**src/rtl/sample_packer.sv**
```systemverilog
// sample_packer: packs SAMPLE_W-bit acquisition samples into LINE_W-bit lines and
// writes completed lines into an input-buffer FIFO through a one-entry pending register.
//
// Ports:
//   clk, reset_n          clock, asynchronous active-low reset
//   start, stop           one-cycle pulses: arm a capture / end it early
//   capture_len           lines to capture (0 = unlimited), sampled on start
//   s_valid, s_data       sample stream
//   ib_full               input-buffer full flag
//   ib_we, ib_din         registered input-buffer write port
//   busy, done            status: not idle / one-cycle completion pulse
//   line_cnt              lines written in the current capture
//   overflow_cnt          lines dropped in the current capture (saturating)
module sample_packer #(
  parameter int unsigned         SAMPLE_W = 16,
  parameter int unsigned         LINE_W   = 256,
  parameter logic [SAMPLE_W-1:0] PAD      = '0
) (
  input  logic                clk,
  input  logic                reset_n,
  input  logic                start,
  input  logic                stop,
  input  logic [23:0]         capture_len,
  input  logic                s_valid,
  input  logic [SAMPLE_W-1:0] s_data,
  input  logic                ib_full,
  output logic                ib_we,
  output logic [LINE_W-1:0]   ib_din,
  output logic                busy,
  output logic                done,
  output logic [23:0]         line_cnt,
  output logic [15:0]         overflow_cnt
);

  localparam int unsigned    Slots   = LINE_W / SAMPLE_W;
  localparam int unsigned    IdxW    = (Slots > 1) ? $clog2(Slots) : 1;
  localparam logic [IdxW-1:0] LastIdx = IdxW'(Slots - 1);

  typedef enum logic [2:0] {
    StIdle,
    StCapture,
    StFlush,
    StDrain,
    StDone
  } state_e;

  state_e              state_q;
  logic [IdxW-1:0]     idx_q;
  logic [LINE_W-1:0]   line_q;
  logic [LINE_W-1:0]   pend_q;
  logic                pend_valid_q;
  logic [23:0]         len_q;
  logic [23:0]         pkt_cnt_q;

  logic                take;
  logic                complete;
  logic                drain;
  logic                pend_free;
  logic                len_hit;
  logic [LINE_W-1:0]   line_ins;
  logic [LINE_W-1:0]   line_pad;
  logic [15:0]         ovf_inc;

  assign busy = (state_q != StIdle);

  always_comb begin
    take      = (state_q == StCapture) && s_valid;
    complete  = take && (idx_q == LastIdx);
    drain     = pend_valid_q && !ib_full;
    // The pending register can accept a line if empty or being emptied this cycle.
    pend_free = !pend_valid_q || drain;
    len_hit   = (len_q != 24'd0) && ((pkt_cnt_q + 24'd1) == len_q);
    ovf_inc   = (overflow_cnt == 16'hFFFF) ? overflow_cnt : overflow_cnt + 16'd1;
    line_ins  = line_q;
    line_pad  = line_q;
    for (int i = 0; i < Slots; i++) begin
      if (IdxW'(i) == idx_q) line_ins[i*SAMPLE_W +: SAMPLE_W] = s_data;
      if (IdxW'(i) >= idx_q) line_pad[i*SAMPLE_W +: SAMPLE_W] = PAD;
    end
  end

  always_ff @(posedge clk or negedge reset_n) begin
    if (!reset_n) begin
      state_q      <= StIdle;
      idx_q        <= '0;
      line_q       <= '0;
      pend_q       <= '0;
      pend_valid_q <= 1'b0;
      len_q        <= '0;
      pkt_cnt_q    <= '0;
      ib_we        <= 1'b0;
      ib_din       <= '0;
      done         <= 1'b0;
      line_cnt     <= '0;
      overflow_cnt <= '0;
    end else begin
      ib_we <= 1'b0;
      done  <= 1'b0;

      if (drain) begin
        ib_we        <= 1'b1;
        ib_din       <= pend_q;
        pend_valid_q <= 1'b0;
        line_cnt     <= line_cnt + 24'd1;
      end

      unique case (state_q)
        StIdle: begin
          if (start) begin
            len_q        <= capture_len;
            idx_q        <= '0;
            line_cnt     <= '0;
            overflow_cnt <= '0;
            pkt_cnt_q    <= '0;
            state_q      <= StCapture;
          end
        end

        StCapture: begin
          if (take) begin
            line_q <= line_ins;
            idx_q  <= complete ? '0 : idx_q + IdxW'(1);
          end
          if (complete) begin
            pkt_cnt_q <= pkt_cnt_q + 24'd1;
            if (pend_free) begin
              pend_q       <= line_ins;
              pend_valid_q <= 1'b1;
            end else begin
              overflow_cnt <= ovf_inc;
            end
            if (stop || len_hit) state_q <= StDrain;
          end else if (stop) begin
            // A sample taken alongside stop still counts toward the partial line.
            state_q <= (take || idx_q != '0) ? StFlush : StDrain;
          end
        end

        StFlush: begin
          if (pend_free) begin
            pend_q       <= line_pad;
            pend_valid_q <= 1'b1;
            idx_q        <= '0;
            state_q      <= StDrain;
          end
        end

        StDrain: begin
          // Any write issued from the last pending line is on the bus this cycle.
          if (!pend_valid_q) begin
            done    <= 1'b1;
            state_q <= StDone;
          end
        end

        StDone: begin
          state_q <= StIdle;
        end

        default: state_q <= StIdle;
      endcase
    end
  end

endmodule

```
**config.mk**
```make
export PLATFORM = sky130hd
export DESIGN_NAME = sample_packer
export DESIGN_NICKNAME = d
export VERILOG_FILES = /design/src/rtl/sample_packer.sv
export SDC_FILE = /design/constraint.sdc
export NUM_CORES = 2
export LEC_CHECK = 0
export ABC_AREA = 1
export CORE_MARGIN = 2
export CORE_UTILIZATION = 54
export CTS_BUF_LIST = sky130_fd_sc_hd__clkbuf_4 sky130_fd_sc_hd__clkbuf_8
export DETAILED_ROUTE_END_ITERATION = 7
export MAX_ROUTING_LAYER = met4
export PLACE_DENSITY = 0.77
export RECOVER_POWER = 25
export SLEW_MARGIN = 20
export SYNTH_ARGS = -nofsm -noshare
export SYNTH_HDL_FRONTEND = slang
export SYNTH_SLANG_ARGS = --single-unit
```
**constraint.sdc**
```tcl
create_clock -name clk -period 1.9 [get_ports clk]
set_clock_uncertainty 0.05 [all_clocks]
set_input_delay 0.285 -clock clk [delete_from_list [all_inputs] [get_ports clk]]
set_output_delay 0.285 -clock clk [all_outputs]
set_load 0.01 [all_outputs]
```
==> impl_metrics.yaml <==
hold_path:
  holdPathStages: 3
  min_to: "len_q[12]$_DFFE_PN0P_"
  hp-start: "capture_len[12]"
  hold_class: "in2reg"
clocking:
  clk_latency_ns: 0.79
  htree_levels: 4
  clockBufferDepth: 3
  clk_pin_slew_ns: 0.06
  cts_tree: "done"
  clk_root_buffer_cell: "clkbuf_8"
  cts_buffers: 146
  numClockSinks: 866
placed_design:
  place_congestion: 0.915
  placed_area_um2: 45800
  portBuffers: 344
  hpwl_mm: 74.1
  place_inst: 6035
synth:
  ys_seq_area_share_pct: 56.1
  post_synth_num_cell_types: 47
  ys_warn_count: 0
  synth_edf_count: 0
  synth_area_per_cell_um2: 8.27
  synth_top_area_share_pct: 56.1
  synthTopCellsByArea: "dfrtp_1 (56%), o21ai_0 (14%), nand2_1 (12%)"
  synth_top_cell_by_area: "dfrtp_1"
  async_reset_ff_share_pct: 100
  syn_nets: 4723
  synthFlopType: "dfrtp_1"
  yosys_register_bits: 866
  syn_inst: 4671
  post_synth_instance_area_um2: 38600
sta:
  setup_viol_count_final: 356
  drv_slew: 0
  finalHoldViolations: 0
  rsz0062_at_grt: "true"
  fin_hold_ws_ns: 0.0600
  max_slew_margin_pct: 27.3
  timing.fmax_ghz: 0.449
  setup_ws_ns: -0.327
  min_period_ns: 2.23
  fin_crit_sh_pct: 117
  tightest_slew_ns: 1.09
floorplan:
  die_w_um: 271
  start_util_pct: 54.3
  fp.dieH_um: 271
  ios: 345
  coreArea_um2: 71100
  row_count: 98
  die_area_um2: 73700
critical_path:
  r2r_slack_ns: -0.33
  path_class: "reg2reg"
  reg2reg_depth: 18
  timing.rr.end: "state_q[1]$_DFFE_PN0P_"
  critPathLaunchType: "flop"
  critPathMaxFanout: 4
  r2r-start: "pkt_cnt_q[2]$_DFFE_PN0P_"
  crit_path_end_kind: "flop"
  required_ns: 2.51
  arrival_ns: 2.84
cells_and_area:
  final_cells: 6431
  finish.utilization_pct: 72.1
  fin_nets: 5413
  fillers: 5129
  syn_to_final_growth_pct: 32.7
  drive_above_1_share_pct: 16.9
  layout_commonest_cell: "nand2_1"
  layout.cells.most_common_list: "nand2_1 (1229), o21ai_0 (973), dfrtp_1 (858)"
  final_area_um2: 51300
route:
  num_vias: 35700
  antenna_left: 0
  drc: 0
  routed_wirelength_mm: 119
  drt_iter0_markers: 3819
  post_drt_wl_per_cell_um: 18.6
  vias_per_cell: 5.55
  first_pass_iters: 6
power_and_ir_drop:
  clockPowerShare_pct: 25.0
  peakVddDrop_v: 0.000859
  power.internal_mw: 46.8
  combPwrFrac_pct: 41.2
  switching_share_pct: 36.5
  cellPowerDensity_nw_per_um2: 1430
  p_leak_nw: 25.0
  power.switching_mw: 26.8
  seqPwrFrac_pct: 33.8
run:
  drv_cap: 0
global_routing:
  grt_pass1_vias: 35000
  grt_util_all_layers_pct: 33.4
  grt_pass1_wl_mm: 189
  overflow: 0
  grt_max_degree: 254
  antenna_found_initial: 4
outcome:
  violations: "negative setup slack"
  outcome: "finished with violations"
==> worst max-delay path: stages, from the launching register on <==
cell,delay (ns)
dfrtp_1,0.49
nand2_2,0.11
nor2_4,0.18
nand3b_1,0.13
buf_4,0.15
nand2_2,0.05
nand2_1,0.07
nand2_1,0.07
nand2_1,0.05
inv_1,0.04
nand2_1,0.05
nor2_2,0.11
nand2_1,0.06
nor2_1,0.11
nand2_2,0.10
nand2_4,0.09
nand2_2,0.06
nand2_1,0.09
nand2_1,0.05
==> flip-flops by register name, summed over array words and instances, names as in the netlist <==
name / flops
done: 1
ib_we: 1
ib_din: 256
pend_valid_q: 1
state_q: 3
len_q: 24
pkt_cnt_q: 24
line_q: 256
pend_q: 256
idx_q: 4
overflow_cnt: 16
line_cnt: 24
==> area by class of cell <==
class	count	area, µm²	share of cell area [%]
clock inverters	31	328	0.639
repair inverters	1	16.3	0.0317
flip-flops and latches	866	21700	42.3
diodes	4	10.0	0.0195
clock buffers	233	2940	5.74
inverters	594	2260	4.41
multi-input cells	2916	14200	27.6
well taps	950	1190	2.32
repair buffers	836	8670	16.9
==> routing by layer <==
layer | part of all wire [%] | vias to the layer above | global-route usage, %
met1 | 40 | 17200 | 42.8
met3 | 8.0 | 369 | 6.48
met5 | 0 | - | -
met2 | 47 | 1606 | 51.5
li1 | - | 16500 | -
met4 | 4.8 | 0 | 15.4
==> power by group through the flow <==
stage / logic, mW / clock network (mW) / registers (mW)
after global routing: 32.7 / 19.4 / 25.3
after global placement: 22.3 / 0 / 25.0
after detailed placement: 23.0 / 0 / 25.1
after floorplan: 11.8 / 0 / 25.3
final: 30.3 / 18.4 / 24.9
after CTS: 29.5 / 18.5 / 24.8
==> Yosys cell counts (all sizes together), types with 5 or more instances <==
cell     count
clkbuf     223
nand2     1302
nand3       74
a21oi       42
nor3        15
o21ai     1097
nand4       11
nor2       135
buf         73
ha           6
o22ai      148
o2111ai     17
dfrtp      866
nand3b       5
inv        592
o32ai       32
xor2         7
==> stage by stage <==
step / TNS [ns] / total power [mW] / setup WS (ns)
floorplan: -0.164 / 37.0 / -0.0719
global placement: -143.14 / 47.3 / -0.584
detailed placement: -152.73 / 48.0 / -0.633
CTS: -21.32 / 72.8 / -0.289
global route: -80.53 / 77.4 / -0.464
finish: -35.08 / 73.6 / -0.327
==> cell families after synthesis <==
logic type / Yosys count / synth area share (%)
fa+ha+maj: 6 / 0.194
compound gates: 1349 / 18.5
flops: 866 / 56.1
xor+xnor: 11 / 0.321
buf+inv: 890 / 8.82
simple gates: 1549 / 16.0
==> what timing repair did <==
item	in CTS	in global routing
setup endpoints to repair	580	690
pin swaps	30	26
hold buffers	20	0
gates resized for setup	601	92
cloned	34	1
hold endpoints to repair	883	0
setup buffers	68	9
==> worst max-delay path by stage <==
stage / start / endpoint / slack (ns) / cells after the start
after floorplan: line_cnt[0]$_DFF_PN0_ / line_cnt[22]$_DFF_PN0_ / -0.07 / 13
after global placement: ib_full / line_cnt[14]$_DFF_PN0_ / -0.58 / 14
after detailed placement: ib_full / line_cnt[14]$_DFF_PN0_ / -0.63 / 14
after CTS: pkt_cnt_q[0]$_DFFE_PN0P_ / state_q[0]$_DFFE_PN0P_ / -0.29 / 19
after global routing: pkt_cnt_q[1]$_DFFE_PN0P_ / state_q[1]$_DFFE_PN0P_ / -0.46 / 18
final: pkt_cnt_q[2]$_DFFE_PN0P_ / state_q[1]$_DFFE_PN0P_ / -0.33 / 18
Power figures use the tool's default switching activity.
